[src/rtl/pockstat_lcd_scan.sv]
// pockstat_lcd_scan: scans the 32x32 1bpp LCD framebuffer out as scaled video (sync/blank/RGB) plus a vblank IRQ.
// Latency: video outputs trail hcnt/vcnt by one pixel enable; a fetched row lands in row_buf one clk after fb_rd.
// Backpressure: none; the raster is free-running and the framebuffer port must answer exactly one clk after fb_rd.
module pockstat_lcd_scan #(
  parameter int          CE_DIV   = 4,
  parameter int          SCALE    = 8,
  parameter int          H_TOTAL  = 320,
  parameter int          V_TOTAL  = 280,
  parameter int          HS_START = 272,
  parameter int          HS_LEN   = 24,
  parameter int          VS_START = 264,
  parameter int          VS_LEN   = 3,
  parameter logic [23:0] ON_RGB   = 24'h202020,
  parameter logic [23:0] OFF_RGB  = 24'hB0C0A0
) (
  input  logic        clk,
  input  logic        reset_n,
  input  logic        lcd_enable,
  input  logic        lcd_flip,
  output logic        fb_rd,
  output logic [4:0]  fb_addr,
  input  logic [31:0] fb_data,
  output logic        ce_pix,
  output logic        hsync,
  output logic        vsync,
  output logic        hblank,
  output logic        vblank,
  output logic [7:0]  r,
  output logic [7:0]  g,
  output logic [7:0]  b,
  output logic        vbl_irq
);

  localparam int ACT = 32 * SCALE;
  localparam int HW  = $clog2(H_TOTAL);
  localparam int VW  = $clog2(V_TOTAL);
  localparam int CW  = (CE_DIV > 1) ? $clog2(CE_DIV) : 1;
  localparam int SH  = $clog2(SCALE);

  localparam logic [CW-1:0] CE_LAST    = CW'(CE_DIV - 1);
  localparam logic [HW-1:0] H_LAST     = HW'(H_TOTAL - 1);
  localparam logic [HW-1:0] H_ACT      = HW'(ACT);
  localparam logic [HW-1:0] HS_BEG     = HW'(HS_START);
  localparam logic [HW-1:0] HS_END     = HW'(HS_START + HS_LEN);
  localparam logic [VW-1:0] V_LAST     = VW'(V_TOTAL - 1);
  localparam logic [VW-1:0] V_ACT      = VW'(ACT);
  localparam logic [VW-1:0] V_ACT_LAST = VW'(ACT - 1);
  localparam logic [VW-1:0] VS_BEG     = VW'(VS_START);
  localparam logic [VW-1:0] VS_END     = VW'(VS_START + VS_LEN);
  localparam logic [VW-1:0] SC_MASK    = VW'(SCALE - 1);

  logic [CW-1:0] ce_cnt;
  logic [HW-1:0] hcnt;
  logic [VW-1:0] vcnt;
  logic [31:0]   row_buf;
  logic          rd_pend;
  logic          en_q;
  logic          flip_q;

  logic          h_last;
  logic [VW-1:0] nv;
  logic [4:0]    nrow;
  logic          line_fetch;
  logic [4:0]    col;
  logic          pix_bit;
  logic [23:0]   rgb_c;

  // Row fetch request: issued on the last ce of a line when the next line starts a new LCD row.
  always_comb begin
    h_last     = ce_pix && (hcnt == H_LAST);
    nv         = (vcnt == V_LAST) ? '0 : vcnt + VW'(1);
    nrow       = 5'(nv >> SH);
    line_fetch = reset_n && h_last && (nv < V_ACT) && ((nv & SC_MASK) == '0);
    fb_rd      = line_fetch;
    fb_addr    = line_fetch ? (flip_q ? ~nrow : nrow) : 5'd0;
  end

  // Pixel colour for the current counter position; flip mirrors the column (31-col == ~col).
  always_comb begin
    col     = 5'(hcnt >> SH);
    pix_bit = flip_q ? row_buf[~col] : row_buf[col];
    rgb_c   = 24'h0;
    if ((hcnt < H_ACT) && (vcnt < V_ACT)) begin
      rgb_c = (pix_bit && en_q) ? ON_RGB : OFF_RGB;
    end
  end

  // Pixel-enable divider: ce_pix is high for one clk out of every CE_DIV, first clk after release.
  always_ff @(posedge clk) begin
    if (!reset_n) begin
      ce_cnt <= '0;
      ce_pix <= 1'b0;
    end else begin
      ce_pix <= (ce_cnt == '0);
      ce_cnt <= (ce_cnt == CE_LAST) ? '0 : ce_cnt + CW'(1);
    end
  end

  // Raster counters, advanced only on pixel enables.
  always_ff @(posedge clk) begin
    if (!reset_n) begin
      hcnt <= '0;
      vcnt <= '0;
    end else if (ce_pix) begin
      if (hcnt == H_LAST) begin
        hcnt <= '0;
        vcnt <= nv;
      end else begin
        hcnt <= hcnt + HW'(1);
      end
    end
  end

  // Capture the framebuffer row one clk after the read strobe.
  always_ff @(posedge clk) begin
    if (!reset_n) begin
      rd_pend <= 1'b0;
      row_buf <= '0;
    end else begin
      rd_pend <= fb_rd;
      if (rd_pend) begin
        row_buf <= fb_data;
      end
    end
  end

  // Latch enable/flip as the frame enters vblank so mid-frame changes never tear; pulse the IRQ then.
  always_ff @(posedge clk) begin
    if (!reset_n) begin
      en_q    <= 1'b0;
      flip_q  <= 1'b0;
      vbl_irq <= 1'b0;
    end else begin
      vbl_irq <= 1'b0;
      if (h_last && (vcnt == V_ACT_LAST)) begin
        en_q    <= lcd_enable;
        flip_q  <= lcd_flip;
        vbl_irq <= 1'b1;
      end
    end
  end

  // Registered video outputs, one pixel enable behind the counters.
  always_ff @(posedge clk) begin
    if (!reset_n) begin
      hsync     <= 1'b0;
      vsync     <= 1'b0;
      hblank    <= 1'b0;
      vblank    <= 1'b0;
      {r, g, b} <= 24'h0;
    end else if (ce_pix) begin
      hblank    <= !(hcnt < H_ACT);
      vblank    <= !(vcnt < V_ACT);
      hsync     <= (hcnt >= HS_BEG) && (hcnt < HS_END);
      vsync     <= (vcnt >= VS_BEG) && (vcnt < VS_END);
      {r, g, b} <= rgb_c;
    end
  end

endmodule

[config.mk]
export PLATFORM = sky130hd
export DESIGN_NAME = pockstat_lcd_scan
export DESIGN_NICKNAME = d
export VERILOG_FILES = /design/src/rtl/pockstat_lcd_scan.sv
export SDC_FILE = /design/constraint.sdc
export NUM_CORES = 1
export LEC_CHECK = 0
export ABC_AREA = 1
export BUFFER_PORTS_ARGS = -buffer_cell sky130_fd_sc_hd__buf_2
export CORE_UTILIZATION = 45
export DETAILED_ROUTE_END_ITERATION = 10
export PLACE_DENSITY = 0.68
export SLEW_MARGIN = 40
export SYNTH_ARGS = -nofsm -noshare
export SYNTH_HDL_FRONTEND = slang
export SYNTH_SLANG_ARGS = --single-unit
export TNS_END_PERCENT = 100
[constraint.sdc]
create_clock -name clk -period 2.3 [get_ports clk]
set_clock_uncertainty 0.2 [all_clocks]
set_input_delay 0.46 -clock clk [delete_from_list [all_inputs] [get_ports clk]]
set_output_delay 0.46 -clock clk [all_outputs]
set_load 0.02 [all_outputs]
==> results of run 1 <==
## power by group
part	leakage [nW]	internal, mW	switching (mW)
Clock	0.0992	0.474	0.425
Sequential	0.520	1.12	0.0114
Combinational	1.24	0.0652	0.115
Total	1.85	1.66	0.552
## how the worst min path moves through the flow
| stage | start | slack (ns) | end | cells past startpoint |
|---|---|---|---|---|
| 2_1_floorplan | ce_cnt[0]$_SDFF_PP0_ | 0.23 | ce_cnt[0]$_SDFF_PP0_ | 1 |
| 3_3_place_gp | ce_cnt[0]$_SDFF_PP0_ | 0.24 | ce_cnt[0]$_SDFF_PP0_ | 1 |
| 3_5_place_dp | vblank$_SDFFE_PN0P_ | 0.25 | vblank$_SDFFE_PN0P_ | 2 |
| 4_1_cts | fb_data[26] | 0.14 | row_buf[26]$_SDFFE_PN0P_ | 3 |
| 5_1_grt | fb_data[26] | 0.15 | row_buf[26]$_SDFFE_PN0P_ | 3 |
| 6_report | fb_data[26] | 0.15 | row_buf[26]$_SDFFE_PN0P_ | 3 |
## logic make-up (layout without fill, tap and decap cells)
family,after synthesis,count (layout)
AND/OR/NAND/NOR,195,195
AO/OA/AOI/OAI,111,111
adder cells (fa/ha/maj),7,7
buffers and inverters,113,168
other,1,16
flip-flops,64,64
XOR/XNOR,9,9
## critical path, delay by kind of cell, from the launching register on
kind            cells  cell delay [ns]
buf+inv             3             0.41
flops               1             0.39
fa+ha+maj           1             0.14
compound gates      3             0.21
simple gates        4             0.52
## registers in the layout, indices dropped and copies added, names as in the netlist
name	flops
r	2
rd_pend	1
ce_pix	1
vbl_irq	1
vcnt	9
row_buf	32
hcnt	9
g	1
hblank	1
en_q	1
flip_q	1
hsync	1
vsync	1
ce_cnt	2
vblank	1
## synth_stat cells (all sizes together), types with 2 or more instances
cell type and instances:
a21oi 49, buf 37, clkbuf 11, clkinv 2, dfxtp 64, ha 7, inv 63, nand2 98
nand3 47, nand4 5, nor2 33, nor3 8, nor4 2, o211ai 6, o21ai 47, o22ai 7
xor2 9
## timing repair
item                                    in CTS  in global routing
buffers inserted                             5                  1
pin swaps                                    7                  2
resized for setup                           27                  5
endpoints found under the setup margin       6                  8
## per-stage QoR
| stage | TNS, ns | power [mW] | instance area (um2) | utilization (%) | hold WS, ns |
|---|---|---|---|---|---|
| after floorplan | -0.01253 | 1.305 | 3547 | - | 0.2291 |
| final | -1.811 | 2.215 | 4174 | 56.64 | 0.1468 |
| after CTS | -1.675 | 2.234 | 4144 | 56.23 | 0.1355 |
| after global routing | -2.703 | 2.296 | 4174 | 56.64 | 0.1462 |
| after detailed placement | -0.3708 | 1.343 | 3835 | 52.04 | 0.2530 |
| after global placement | -0.08032 | 1.343 | 3835 | 52.04 | 0.2398 |
## metal layers
layer	GRT usage, %	part of all wire, %	up-vias	wire (um)
li1	-	-	1719	-
met1	26.82	47	1493	3754
met2	33.91	47	99	3758
met3	4.146	4.4	16	359
met4	10.75	2.4	0	195
met5	0	0	-	0
## final cells by class
| cell class | instances | area, um2 |
|---|---|---|
| repair buffers | 87 | 543.0 |
| flip-flops and latches | 64 | 1291 |
| well taps | 99 | 123.9 |
| multi-input cells | 338 | 1783 |
| inverters | 65 | 249.0 |
| fillers | 713 | 3196 |
| clock buffers | 13 | 168.9 |
| clock inverters | 3 | 15.01 |
==> run metrics, run 1 <==
WS Path Type flop to output pin; Max IR drop VDD between 0.2 and 0.3 mV; Worst R2R Setup Slack about 0.23 ns; CTS buffer count 9; dpl ws -0.1620 ns; Vias/cell ~5.0; Syn Std Cell Area around 3500 um2; Synth Area in Adders 2.514%; drt drc 0; largest net degree at the start of global routing 63; layout cells sized above 1 between 20 and 25%; # rows 31; Congestion Overflow GR 0; post-route clock period utilization 116.4%; Post-Synth Simple-Gate Area 25.54%; Cells after Synth 500; async set-reset flop share out of synthesis 0%; Yosys top cell by area dfxtp_1; core box area 7370 um2; nets between 600 and 700; initial drt markers slightly below 200; Placed Cells ~650; number of global-route vias before repair slightly above 3000; Clock Path Buffers 2; area share of the largest cell type after synthesis a little under two fifths; critical path data arrival time between 2 and 2.5 ns; proportion of synthesized area in mux cells 0%; clk slew on worst S/H paths approximately 0.07 ns; CTS Sinks 64; Root Driver clkbuf_8; PnR worst setup slack -0.3774 ns; Vias 3327; Detailed Place HPWL around 5.6 mm; Leak 1.855 nW; io pins just over 70; CP required roughly 1.6 ns; htree depth 3; Crit Path Max Fanout 6; Worst Hold Class input port to flop; die width about 90 um; TritonCTS clock tree done; Synth Area in Compound Gates between 10% and 20%; Die Y 89.98 um; Port Buffers 55; CP Launch Type flop; Worst Tran Pin Value between 0.5 and 0.6 ns; Routed Antenna Nets 0; Post-synth EDFFs 0; FF-to-FF path depth 12; RSZ-0062 raised after global routing true; worst setup path startpoint vcnt[1]$_SDFFE_PN0P_; ys flop type dfxtp_1; status finished, violations left; routed wire length just over 8 mm; Critical Path End fb_addr[4]; Total Routing Usage GR 21.06%; Final Hold Viols 0; most common cell type on the critical path buf_4; crit-path cells ha_4 > nand2_2 > nor3_2 > nand4_1 > buf_4 > o21ai_4 > nand4_4 > clkinv_4 > o21ai_2 > a21oi_2 > buf_4; Ys Warns 0; slowest stage cell, crit path dfxtp_4; Crit. End Element output pin; Initial Utilization 47.27%; die area 8096 um2; commonest cells after routing, fill and taps aside nand2_1 (95), dfxtp_1 (60), inv_1 (57), buf_2 (50), a21oi_1 (48); commonest non-fill, non-tap cell in the layout nand2_1; P&R area growth vs syn 19.83%; final instance count without filler cells ~670; # Max-Cap Violations 0; worst r2r dst r[4]$_SDFFE_PN0P_; Final Setup Violations 6; Max-slew headroom roughly two thirds; Final GP Congestion 0.9844; Pre-antenna DRT Iters 5; synthesized-area fraction occupied by xor and xnor cells between 2 and 2.5%; Slew Viols, Final 0; #FFs+latches synth 64; largest family of logic cells by synthesized area simple AND/OR/NAND/NOR gates; cts hold-fix bufs 0; Syn Area/Cell about 7.0 um2; sequential area share after synthesis a little under two fifths; wire per inst about 12 um; fmax ~370 MHz; largest cells by area after synthesis dfxtp_1 (37%), nand2_1 (11%), a21oi_1 (7.0%); Distinct cells, synth 32; clk_lat worst skew 0.35 ns; Tmin final about 2.7 ns; diode count 0; initial antenna violation count 0; Worst path max stage delay between 0.3 and 0.4 ns; Reg2Reg Launch Point hcnt[3]$_SDFFE_PN0P_; first-pass GRT wire length between 10 and 15 mm; PwrDens 530.7 nW/um2; failing checks setup timing
No activity file was read; power rests on OpenSTA's default activity.
==> inputs of run 2 (changes only) <==
--- a/config.mk
+++ b/config.mk
@@ -8,6 +8,7 @@
 export ABC_AREA = 1
 export BUFFER_PORTS_ARGS = -buffer_cell sky130_fd_sc_hd__buf_2
 export CORE_UTILIZATION = 45
+export CTS_BUF_LIST = sky130_fd_sc_hd__clkbuf_4
 export DETAILED_ROUTE_END_ITERATION = 10
 export PLACE_DENSITY = 0.68
 export SLEW_MARGIN = 40
==> run metrics, run 2 (synthesis gave the netlist of run 1 again) <==
Final Hold Viols 0; Vias/cell ~5; Reg2Reg Launch Point hcnt[3]$_SDFFE_PN0P_; CP bufs+invs 3; # fillers ~730; Vias between 3000 and 4000; TritonCTS clock tree done; Pre-antenna DRT Iters 5; initial antenna violation count 0; RSZ-0062 raised after global routing true; CP delay by family, top simple AND/OR/NAND/NOR gates; clk_lat worst skew about 0.43 ns; CP required 1.64 ns; CTS Sinks 64; number of global-route vias before repair about 3000; P&R area growth vs syn 17.46%; initial drt markers 246; die width 89.98 um; crit-path cells ha_4 > nand2_2 > nor3_2 > nand4_1 > buf_4 > o21ai_4 > nand4_4 > clkinv_4 > o21ai_2 > a21oi_2 > buf_4; drt drc 0; first-pass GRT wire length between 10 and 15 mm; Port Buffers 55; slowest stage cell, crit path dfxtp_4; Leak 1.818 nW; largest net degree at the start of global routing 63; Total Routing Usage GR a little over a fifth; die area between 8000 and 9000 um2; dpl ws -0.1620 ns; fmax around 360 MHz; Multi-input gate area 1783 um2; Crit Path Max Fanout 6; CP Launch Type flop; Die Y ~90 um; worst setup path startpoint vcnt[1]$_SDFFE_PN0P_; failing checks setup timing; max reg flops 32; diode count 0; status finished, violations left; io pins a little over 70; Detailed Place HPWL 5.577 mm; largest register by flop count row_buf; Clock Path Buffers 2; largest registers row_buf x32, hcnt x9, vcnt x9; Congestion Overflow GR 0; layout cells sized above 1 between 20% and 30%; commonest cells after routing, fill and taps aside nand2_1 (95), dfxtp_1 (60), inv_1 (57), buf_2 (50), a21oi_1 (48); PnR worst setup slack -0.4651 ns; Worst Hold Class input port to flop; Register Area between 1000 and 1500 um2; Tmin final 2.765 ns; Max IR drop VDD 0.2177 mV; Worst path max stage delay 0.40 ns; critical path data arrival time about 2.1 ns; Crit. End Element output pin; post-route clock period utilization 120.2%; Slew Viols, Final 0; Initial Utilization a little under half; # rows 31; Min-Delay Startpoint fb_data[26]; most common cell type on the critical path buf_4; CTS buffer count 9; # Max-Cap Violations 0; Root Driver clkbuf_4; Final GP Congestion ~0.98; nets between 600 and 700; wire per inst roughly 12 um; Routed Antenna Nets 0; PwrDens between 400 and 500 nW/um2; Hold WS around 0.065 ns; utilization after layout 55.52%; core box area between 7000 and 8000 um2; htree depth 3; cts hold-fix bufs 0; commonest non-fill, non-tap cell in the layout nand2_1; Final Setup Violations 6; clk slew on worst S/H paths about 0.10 ns; WS Path Type flop to output pin; routed wire length slightly above 8 mm
[run 2: cell types whose count changed in the layout (fill, tap and decap cells not counted), sizes merged]
cell,delta
clkbuf,-3
clkinv,+3
[run 2: stage by stage]
| step | area [um2] | cells | power [mW] | TNS (ns) |
|---|---|---|---|---|
| 2_1_floorplan | 3547 | 515 | 1.305 | -0.01253 |
| 3_3_place_gp | 3835 | 647 | 1.343 | -0.08032 |
| 3_5_place_dp | 3835 | 647 | 1.343 | -0.3708 |
| 4_1_cts | 4061 | 668 | 1.952 | -2.188 |
| 5_1_grt | 4091 | 669 | 2.019 | -3.298 |
| 6_report | 4091 | 669 | 1.938 | -2.335 |
[run 2: worst paths after layout]
kind                                   end  slack [ns]  cells after the start
setup / recovery                fb_addr[4]       -0.47                     11
hold reg to reg        vblank$_SDFFE_PN0P_        0.26                      2
hold / removal    row_buf[26]$_SDFFE_PN0P_        0.06                      3
setup reg to reg         r[4]$_SDFFE_PN0P_        0.20                     12
[run 2: worst min-delay path, stage by stage]
cell and delay (ns):
buf_2 0.08, nor2_1 0.03, nor2_1 0.08
[run 2: where the power goes]
group	total [mW]	switching [mW]	internal [mW]
Combinational	0.181	0.116	0.0652
Clock	0.622	0.404	0.218
Sequential	1.13	0.0114	1.12
[run 2: final cells by class]
cell class | count | share of cell area (%)
Clock buffer | 10 | 1.835
Sequential cell | 64 | 31.56
Clock inverter | 6 | 0.6422
Multi-Input combinational cell | 338 | 43.58
Tap cell | 99 | 3.028
Inverter | 65 | 6.086
Timing Repair Buffer | 87 | 13.27
[run 2: repair_timing]
item | CTS | global route
gates cloned | 0 | 0
buffers inserted | 5 | 1
endpoints found under the hold margin | 0 | 0
pin swaps | 7 | 2
setup endpoints to repair | 6 | 8
resized for setup | 27 | 5
[run 2: layer usage]
layer / track usage (%) / up-vias / routed length (um) / part of all wire (%)
met2: 34.49 / 101 / 3784 / 47
met1: 26.98 / 1506 / 3764 / 46
met4: 8.199 / 0 / 154 / 1.9
li1: - / 1724 / - / -
met5: 0 / - / 0 / 0
met3: 5.330 / 17 / 415 / 5.1
==> inputs of run 3 (changes only) <==
--- a/config.mk
+++ b/config.mk
@@ -11,6 +11,7 @@
 export CTS_BUF_LIST = sky130_fd_sc_hd__clkbuf_4
 export DETAILED_ROUTE_END_ITERATION = 10
 export PLACE_DENSITY = 0.68
+export RECOVER_POWER = 25
 export SLEW_MARGIN = 40
 export SYNTH_ARGS = -nofsm -noshare
 export SYNTH_HDL_FRONTEND = slang
==> run metrics, run 3 (synthesis gave the netlist of run 1 again) <==
status finished, violations left; failing checks setup timing; Reg2Reg Launch Point hcnt[3]$_SDFFE_PN0P_; post-route clock period utilization 120.5%; cts hold-fix bufs 0; Worst path max stage delay approximately 0.4 ns; nets roughly 600; Vias/cell approximately 5.0; Slew Viols, Final 0; Placed Cells around 650; commonest cells after routing, fill and taps aside nand2_1 (95), dfxtp_1 (60), inv_1 (57), buf_2 (50), a21oi_1 (48); initial antenna violation count 0; Root Driver clkbuf_4; Congestion Overflow GR 0; initial drt markers between 200 and 250; RSZ-0062 raised after global routing true; Worst Hold Class input port to flop; Final Hold Viols 0; Pre-antenna DRT Iters 6; Worst R2R Setup Slack around 0.22 ns; Critical Path End fb_addr[4]; largest net degree at the start of global routing between 60 and 70; clk_lat worst skew between 0.4 and 0.5 ns; Max-slew headroom about a third; dpl ws -0.1620 ns; worst r2r dst r[4]$_SDFFE_PN0P_; layout cells sized above 1 22.28%; number of global-route vias before repair 3028; wire per inst 12.14 um; cell depth of the worst setup path 11; PnR worst setup slack -0.4718 ns; worst setup path startpoint vcnt[1]$_SDFFE_PN0P_; core box area between 7000 and 8000 um2; Initial Utilization 47.27%; commonest non-fill, non-tap cell in the layout nand2_1; Final Setup Violations 6; fmax between 300 and 400 MHz; CP Launch Type flop; drt drc 0; setup TNS -2.374 ns; first-pass GRT wire length between 10 and 15 mm; Port Buffers between 50 and 60; die width roughly 90 um; crit-path cells ha_4 > nand2_2 > nor3_2 > nand4_1 > buf_4 > o21ai_4 > nand4_4 > clkinv_4 > o21ai_2 > a21oi_2 > buf_4; Crit. End Element output pin; largest register by flop count row_buf; Leak about 1.8 nW; most common cell type on the critical path buf_4; Detailed Place HPWL roughly 5.6 mm; post-route cell area about 4000 um2; Total Routing Usage GR around a fifth; P&R area growth vs syn 17.17%; CP bufs+invs 3; Vias 3313; routed wire length 8.121 mm; htree depth 3; die area roughly 8100 um2; io pins 72; Crit Path Max Fanout 6; CTS Sinks between 60 and 70; largest registers row_buf x32, hcnt x9, vcnt x9; Worst Tran Pin Value slightly below 1 ns; critical path data arrival time approximately 2.1 ns; Max IR drop VDD 0.2174 mV; Die Y approximately 90 um; clk slew on worst S/H paths around 0.1 ns; Tmin final 2.772 ns; slowest stage cell, crit path dfxtp_4; final instance count without filler cells 669; FF-to-FF path depth 12; diode count 0; Routed Antenna Nets 0; CTS buffer count 9; placed instance area between 3000 and 4000 um2; max reg flops 32; Clock Path Buffers 2; utilization after layout 55.38%; TritonCTS clock tree done; WS Path Type flop to output pin; Final GP Congestion around 1; # Max-Cap Violations 0; PwrDens 474.0 nW/um2; CP required about 1.6 ns; CP delay by family, top simple AND/OR/NAND/NOR gates; # rows 31
==> run 3: cell count changes in the layout (fill, tap and decap cells not counted) <==
cell	delta
buf_4	-3
clkbuf_1	+2
clkbuf_2	+1
==> run 3: area by class of cell <==
| type | instances | area (um2) |
|---|---|---|
| clock buffers | 10 | 75.07 |
| clock inverters | 6 | 26.28 |
| fillers | 730 | 3288 |
| inverters | 65 | 249.0 |
| multi-input cells | 338 | 1783 |
| flip-flops and latches | 64 | 1291 |
| well taps | 99 | 123.9 |
| repair buffers | 87 | 533.0 |
==> run 3: per-stage QoR <==
stage / hold WS, ns / total power [mW]
2_1_floorplan: 0.2291 / 1.305
3_5_place_dp: 0.2530 / 1.343
5_1_grt: 0.05700 / 2.015
3_3_place_gp: 0.2398 / 1.343
4_1_cts: 0.05587 / 1.952
6_report: 0.06634 / 1.935
==> run 3: repair_timing <==
item | 4_1_cts | 5_1_grt
buffers inserted | 5 | 1
resized for setup | 27 | 5
pin swaps | 7 | 2
setup endpoints to repair | 6 | 8
==> run 3: how the worst min path moves through the flow <==
stage | startpoint | endpoint | slack [ns] | cells after the start
finish | fb_data[26] | row_buf[26]$_SDFFE_PN0P_ | 0.07 | 3
global route | fb_data[26] | row_buf[26]$_SDFFE_PN0P_ | 0.06 | 3
CTS | fb_data[26] | row_buf[26]$_SDFFE_PN0P_ | 0.06 | 3
detailed placement | vblank$_SDFFE_PN0P_ | vblank$_SDFFE_PN0P_ | 0.25 | 2
global placement | ce_cnt[0]$_SDFF_PP0_ | ce_cnt[0]$_SDFF_PP0_ | 0.24 | 1
floorplan | ce_cnt[0]$_SDFF_PP0_ | ce_cnt[0]$_SDFF_PP0_ | 0.23 | 1
==> run 3: report_power, final <==
group,switching (mW),internal [mW],total (mW)
clock,0.405,0.218,0.623
sequential,0.0114,1.12,1.13
combinational,0.116,0.0615,0.178
total,0.532,1.40,1.93
==> run 3: layer usage <==
layer  track usage, %  share of wire [%]  vias to the layer above
li1                 -                  -                     1722
met1            26.98                 47                     1485
met2            34.49                 47                       95
met3            5.330                4.8                       11
met4            8.199                1.6                        0
met5                0                  0                        -
==> run 3: tightest hold or removal path, stage by stage <==
cell and delay [ns]:
buf_2 0.08, nor2_1 0.04, nor2_1 0.08
